<file path="config.mk">
export PLATFORM = sky130hd
export DESIGN_NAME = bit_stream_serializer_flat
export DESIGN_NICKNAME = d
export VERILOG_FILES = /design/src/rtl/bit_stream_serializer_if.sv /design/src/rtl/bit_stream_serializer.sv /design/src/flat_wrapper.sv
export SDC_FILE = /design/constraint.sdc
export NUM_CORES = 1
export LEC_CHECK = 0
export ABC_CLOCK_PERIOD_IN_PS = 3800
export CAP_MARGIN = 10
export CORE_MARGIN = 10
export CORE_UTILIZATION = 30
export CTS_BUF_LIST = sky130_fd_sc_hd__clkbuf_16
export DETAILED_ROUTE_END_ITERATION = 8
export PLACE_DENSITY = 0.54
export SLEW_MARGIN = 20
export SYNTH_ARGS = -nofsm -noshare
export SYNTH_HDL_FRONTEND = slang
export SYNTH_SLANG_ARGS = --single-unit
</file>
<file path="constraint.sdc">
create_clock -name clk -period 3.8 [get_ports clk]
set_clock_uncertainty 0.1 [all_clocks]
set_input_delay 0.76 -clock clk [delete_from_list [all_inputs] [get_ports clk]]
set_output_delay 0.76 -clock clk [all_outputs]
set_load 0.03 [all_outputs]
</file>
<file path="src/rtl/bit_stream_serializer_if.sv">
// Handshake bundle for bit_stream_serializer: word input, serial output and FIFO status.
interface bit_stream_serializer_if #(
    parameter int unsigned WIDTH = 8,
    parameter int unsigned DEPTH = 4
);
    logic                           flush;
    logic                           in_valid;
    logic                           in_ready;
    logic [WIDTH-1:0]               in_data;
    logic                           out_en;
    logic                           dout;
    logic                           dout_valid;
    logic [$clog2(DEPTH+1)-1:0]     fifo_count;

    modport master (
        output flush, in_valid, in_data, out_en,
        input  in_ready, dout, dout_valid, fifo_count
    );

    modport slave (
        input  flush, in_valid, in_data, out_en,
        output in_ready, dout, dout_valid, fifo_count
    );
endinterface

</file>
<file path="src/rtl/bit_stream_serializer.sv">
// Word FIFO feeding a parallel-to-serial shifter; gapless stream while words are queued.
// Define SERIALIZER_LSB_FIRST_EN to emit bit 0 of each word first (default MSB-first).
module bit_stream_serializer #(
    parameter int unsigned WIDTH = 8,
    parameter int unsigned DEPTH = 4
) (
    input logic                   clk,
    input logic                   reset,
    bit_stream_serializer_if.slave bus
);
    localparam int unsigned PW = $clog2(DEPTH);
    localparam int unsigned CW = $clog2(DEPTH + 1);
    localparam int unsigned BW = $clog2(WIDTH + 1);

    logic [WIDTH-1:0] mem_q [DEPTH];
    logic [WIDTH-1:0] mem_d [DEPTH];
    logic [PW-1:0]    wr_ptr_q, wr_ptr_d;
    logic [PW-1:0]    rd_ptr_q, rd_ptr_d;
    logic [CW-1:0]    count_q, count_d;
    logic [WIDTH-1:0] shreg_q, shreg_d;
    logic [BW-1:0]    bits_left_q, bits_left_d;

    logic             in_ready;
    logic             push;
    logic             load;
    logic [WIDTH-1:0] head;
    logic [WIDTH-1:0] head_ord;

    assign in_ready = (count_q < CW'(DEPTH));
    assign push     = bus.in_valid && in_ready && !bus.flush;
    // Reload on the last enabled bit keeps back-to-back words gapless.
    assign load     = (count_q != '0) && !bus.flush &&
                      ((bits_left_q == '0) || ((bits_left_q == BW'(1)) && bus.out_en));
    assign head     = mem_q[rd_ptr_q];

    always_comb begin
        head_ord = head;
`ifdef SERIALIZER_LSB_FIRST_EN
        for (int i = 0; i < int'(WIDTH); i++) begin
            head_ord[i] = head[WIDTH-1-i];
        end
`endif
    end

    always_comb begin
        mem_d       = mem_q;
        wr_ptr_d    = wr_ptr_q;
        rd_ptr_d    = rd_ptr_q;
        count_d     = count_q;
        shreg_d     = shreg_q;
        bits_left_d = bits_left_q;

        if (bus.flush) begin
            wr_ptr_d    = '0;
            rd_ptr_d    = '0;
            count_d     = '0;
            shreg_d     = '0;
            bits_left_d = '0;
        end else begin
            if (push) begin
                mem_d[wr_ptr_q] = bus.in_data;
                wr_ptr_d        = wr_ptr_q + 1'b1;
            end
            if (load) begin
                rd_ptr_d    = rd_ptr_q + 1'b1;
                shreg_d     = head_ord;
                bits_left_d = BW'(WIDTH);
            end else if (bus.out_en && (bits_left_q > BW'(1))) begin
                shreg_d     = {shreg_q[WIDTH-2:0], 1'b0};
                bits_left_d = bits_left_q - 1'b1;
            end else if (bus.out_en && (bits_left_q == BW'(1))) begin
                shreg_d     = '0;
                bits_left_d = '0;
            end
            count_d = count_q + CW'(push) - CW'(load);
        end
    end

    always_ff @(posedge clk or posedge reset) begin
        if (reset) begin
            for (int i = 0; i < int'(DEPTH); i++) begin
                mem_q[i] <= '0;
            end
            wr_ptr_q    <= '0;
            rd_ptr_q    <= '0;
            count_q     <= '0;
            shreg_q     <= '0;
            bits_left_q <= '0;
        end else begin
            mem_q       <= mem_d;
            wr_ptr_q    <= wr_ptr_d;
            rd_ptr_q    <= rd_ptr_d;
            count_q     <= count_d;
            shreg_q     <= shreg_d;
            bits_left_q <= bits_left_d;
        end
    end

    assign bus.in_ready   = in_ready;
    assign bus.dout       = shreg_q[WIDTH-1];
    assign bus.dout_valid = (bits_left_q != '0);
    assign bus.fifo_count = count_q;
endmodule

</file>
<file path="src/flat_wrapper.sv">
// flat-port wrapper written by rule: the top's interface ports become plain ports
module bit_stream_serializer_flat 
#(
    parameter int unsigned WIDTH = 8,
    parameter int unsigned DEPTH = 4
)
  (clk, reset, bus_flush, bus_in_valid, bus_in_data, bus_out_en, bus_in_ready, bus_dout, bus_dout_valid, bus_fifo_count);
  bit_stream_serializer_if #(.WIDTH(WIDTH), .DEPTH(DEPTH)) bus_i ();
  input logic clk;
  input logic reset;
  input wire logic [$bits(bus_i.flush)-1:0] bus_flush;
  input wire logic [$bits(bus_i.in_valid)-1:0] bus_in_valid;
  input wire logic [$bits(bus_i.in_data)-1:0] bus_in_data;
  input wire logic [$bits(bus_i.out_en)-1:0] bus_out_en;
  output wire logic [$bits(bus_i.in_ready)-1:0] bus_in_ready;
  output wire logic [$bits(bus_i.dout)-1:0] bus_dout;
  output wire logic [$bits(bus_i.dout_valid)-1:0] bus_dout_valid;
  output wire logic [$bits(bus_i.fifo_count)-1:0] bus_fifo_count;
  assign bus_i.flush = bus_flush;
  assign bus_i.in_valid = bus_in_valid;
  assign bus_i.in_data = bus_in_data;
  assign bus_i.out_en = bus_out_en;
  assign bus_in_ready = bus_i.in_ready;
  assign bus_dout = bus_i.dout;
  assign bus_dout_valid = bus_i.dout_valid;
  assign bus_fifo_count = bus_i.fifo_count;
  bit_stream_serializer #(.WIDTH(WIDTH), .DEPTH(DEPTH)) u_core (.clk(clk), .reset(reset), .bus(bus_i));
endmodule
</file>
==> key figures <==
Synth
  • Simple-gate area share of the yosys netlist: 6.67%
  • Ranking of synthesized cells by area: dfrtp_1 (52%), mux2_2 (15%), mux4_2 (7.3%), ha_1 (4.0%), a22o_1 (3.2%)
  • Syn Area/Cell: 13.6 sq um
  • Fraction of registers with async set/reset: 100%
  • Synth Area in XOR/XNOR: 1.77%
  • Compound-gate portion of the synthesized area: 8.65%
  • Synthesized cell area: 2470 sq um
  • Largest family of logic cells by synthesized area: multiplexers
  • Distinct cells, synth: 33
  • Synth warn: 0
  • Yosys reg bits: 51
  • Syn Nets: 204
  • Area leader, netlist: dfrtp_1
  • Sequential element share of the synthesized area: 51.6%
  • Adder-Cell Fraction of Synth Area: 4.85%
  • Post-synthesis mux area share: 22.3%
  • Post-synth EDFFs: 0
  • Share of the synthesized area in the top cell type: 51.6%
  • Gate Count Post-Synth: 182
  • Most used DFF post-synth: dfrtp_1

Clock network
  • Clk Latency, worst-skew pair: 280 ps
  • H-Tree Depth: 2
  • TritonCTS clock tree: yes
  • Clk root buf: clkbuf_16
  • Clk buf depth: 2
  • Post-CTS setup buffers: 0
  • Num CTS Buffers: 5
  • Clk slew on worst S/H paths: 60 ps
  • # hold bufs at CTS: 0
  • Sinks on Clock Net: 51
  • Post-cts resize count: 0

Floorplanning
  • CORE AREA: 8130 sq um
  • I/O pins: 19
  • # rows: 33
  • Die Ht: 111 um
  • Chip width: 111 um
  • Initial Utilization: 30.4%
  • Die area: 12300 sq um

Setup path
  • Setup CP Type: reg -> out
  • WP data required: 2940 ps
  • Critical Path Max Stage Delay: 610 ps
  • Arrival time of the worst setup path: 2020 ps
  • CP startpoint kind: register
  • Cell Chain, Critical Path: inv_1 > ha_1 > or3b_1 > clkdlybuf4s50_1
  • CP endpoint kind: output port
  • CP max FO: 5
  • Slowest CP cell: clkdlybuf4s50_1

Timing
  • Final Critical Period: 2880 ps
  • Max Slew Vio Count: 0
  • Unrepaired setup endpoints after global routing: no
  • TNS Setup: 0 ps
  • Max Fclk: 347 MHz
  • Slew @ Worst Pin: 753 ps
  • Slew headroom: 49.5%
  • Setup-failing EPs final: 0
  • Final worst setup slack: 919 ps
  • Hold WS: 385 ps
  • Final worst path period share: 75.8%
  • Final hold vios: 0

GRT
  • Most used routing layer: met2
  • Grt ovf: 0
  • Vias in the first global route: 1562
  • Antenna violations before repair: 0
  • GR Util met1: 9.08%
  • Largest net degree at the start of global routing: 30
  • Tot GR Track Use: 7.84%
  • First-pass GRT wire length: 7980 um
  • GRT met3 Usage: 2.60%
  • Met2 GRT Util: 13.4%

Job
  • Max-cap viol count: 0

Power
  • Leakage: 0.00129 uW
  • Total power: 2150 uW
  • Peak VDD IR: 0.205 mV
  • Cell Pwr Density: 743 nW/um^2

Final layout
  • Final #Nets: 222
  • # diodes: 0
  • Area delta synth->final: 16.8%
  • Layout cells sized above 1: 29.9%
  • Fin util: 35.5%

Drt
  • Routed wire length: 4700 um
  • DR DRC count: 0
  • Via Count: 1455
  • DR WL/cell: 15.4 um
  • Via/cell ratio: 4.75
  • Final ANT Viol Nets: 0
  • Drt pass-1 iters: 4
  • Starting DRC count in detailed routing: 39

Placement
  • Pre-CTS WS: 656 ps
  • IO Port Bufs: 18
  • DPL Wire Length: 3220 um
  • Gp weighted congestion: 0.711

Hold path
  • Hold crit path type: reg -> reg

Outcome
  • Status: finished clean
[layout by cell type, fill, tap and decap left out, drive strengths merged, types with 2 or more instances in the layout]
| master | instances |
|---|---|
| nor2b | 2 |
| dfrtp | 51 |
| clkinv | 2 |
| a21oi | 3 |
| a22o | 9 |
| ha | 8 |
| mux4 | 8 |
| mux2 | 33 |
| nor4 | 2 |
| inv | 14 |
| and2 | 4 |
| xnor2 | 5 |
| nor2 | 8 |
| a21o | 7 |
| clkdlybuf4s50 | 18 |
| buf | 3 |
| nor3 | 6 |
| clkbuf | 5 |
[state kept, by name (all words and copies together), names as in the netlist]
signal,cells
u_core.rd_ptr_q,2
u_core.shreg_q,8
u_core.bus.fifo_count,3
u_core.bits_left_q,4
u_core.wr_ptr_q,2
u_core.mem_q,32
[area by class of cell]
class                   instances  area [sq um]
clock inverters                 3          11.3
clock buffers                   5           125
well taps                     105           131
repair buffers                 21           203
flip-flops and latches         51          1280
inverters                      13          48.8
multi-input cells             108          1090
fillers                       788          5240
[cell families (layout without fill, tap and decap cells)]
group,Yosys count,in the layout
AO/OA/AOI/OAI,26,26
XOR/XNOR,5,5
adder cells (fa/ha/maj),9,9
buffers and inverters,23,42
flip-flops,51,51
multiplexers,41,41
AND/OR/NAND/NOR,27,27
[path summary, 6_finish.rpt]
path                                                    from                            endpoint  cells after the start  slack [ps]
hold / removal                 u_core.shreg_q[6]$_DFFE_PP0P_       u_core.shreg_q[6]$_DFFE_PP0P_                      1         380
max in group asynchronous                              reset        u_core.mem_q[14]$_DFFE_PP0P_                      3        2090
setup reg to reg           u_core.bits_left_q[0]$_DFFE_PP0P_  u_core.bus.fifo_count[2]$_DFF_PP0_                     12        1270
hold reg to reg                u_core.shreg_q[6]$_DFFE_PP0P_       u_core.shreg_q[6]$_DFFE_PP0P_                      1         380
setup / recovery           u_core.bits_left_q[0]$_DFFE_PP0P_                      bus_dout_valid                      4         920
min in group asynchronous                              reset        u_core.mem_q[29]$_DFFE_PP0P_                      2         770
[metal layers]
metal,vias up,wire (um)
met5,-,0
met4,0,37
met3,5,200
met2,18,2410
met1,747,2050
li1,685,-
[synth_stat cells, types with 4 or more instances]
master	instances
a21o_2	5
mux2_2	33
nor2_1	8
ha_1	8
and2_1	4
nor3_1	5
dfrtp_1	51
buf_2	8
inv_1	13
mux4_2	8
a22o_1	9
xnor2_1	5
[metrics by stage]
| step | std cells | area (sq um) |
|---|---|---|
| 2_1_floorplan | 182 | 2470 |
| 3_3_place_gp | 298 | 2750 |
| 3_5_place_dp | 298 | 2750 |
| 4_1_cts | 306 | 2890 |
| 5_1_grt | 306 | 2890 |
| 6_report | 306 | 2890 |
[report_power, final]
part	total [uW]	leakage, uW	switching [uW]	internal, uW
clock	422	0.0000701	184	237
combinational	806	0.000564	356	450
sequential	919	0.000660	147	772
[worst max-delay path: cells and delay by family, from the launching register on]
kind	cells	cell delay, ps
adder cells (fa/ha/maj)	1	250
flip-flops	1	400
buffers and inverters	2	700
AND/OR/NAND/NOR	1	390
(Power assumes the default switching activity.)
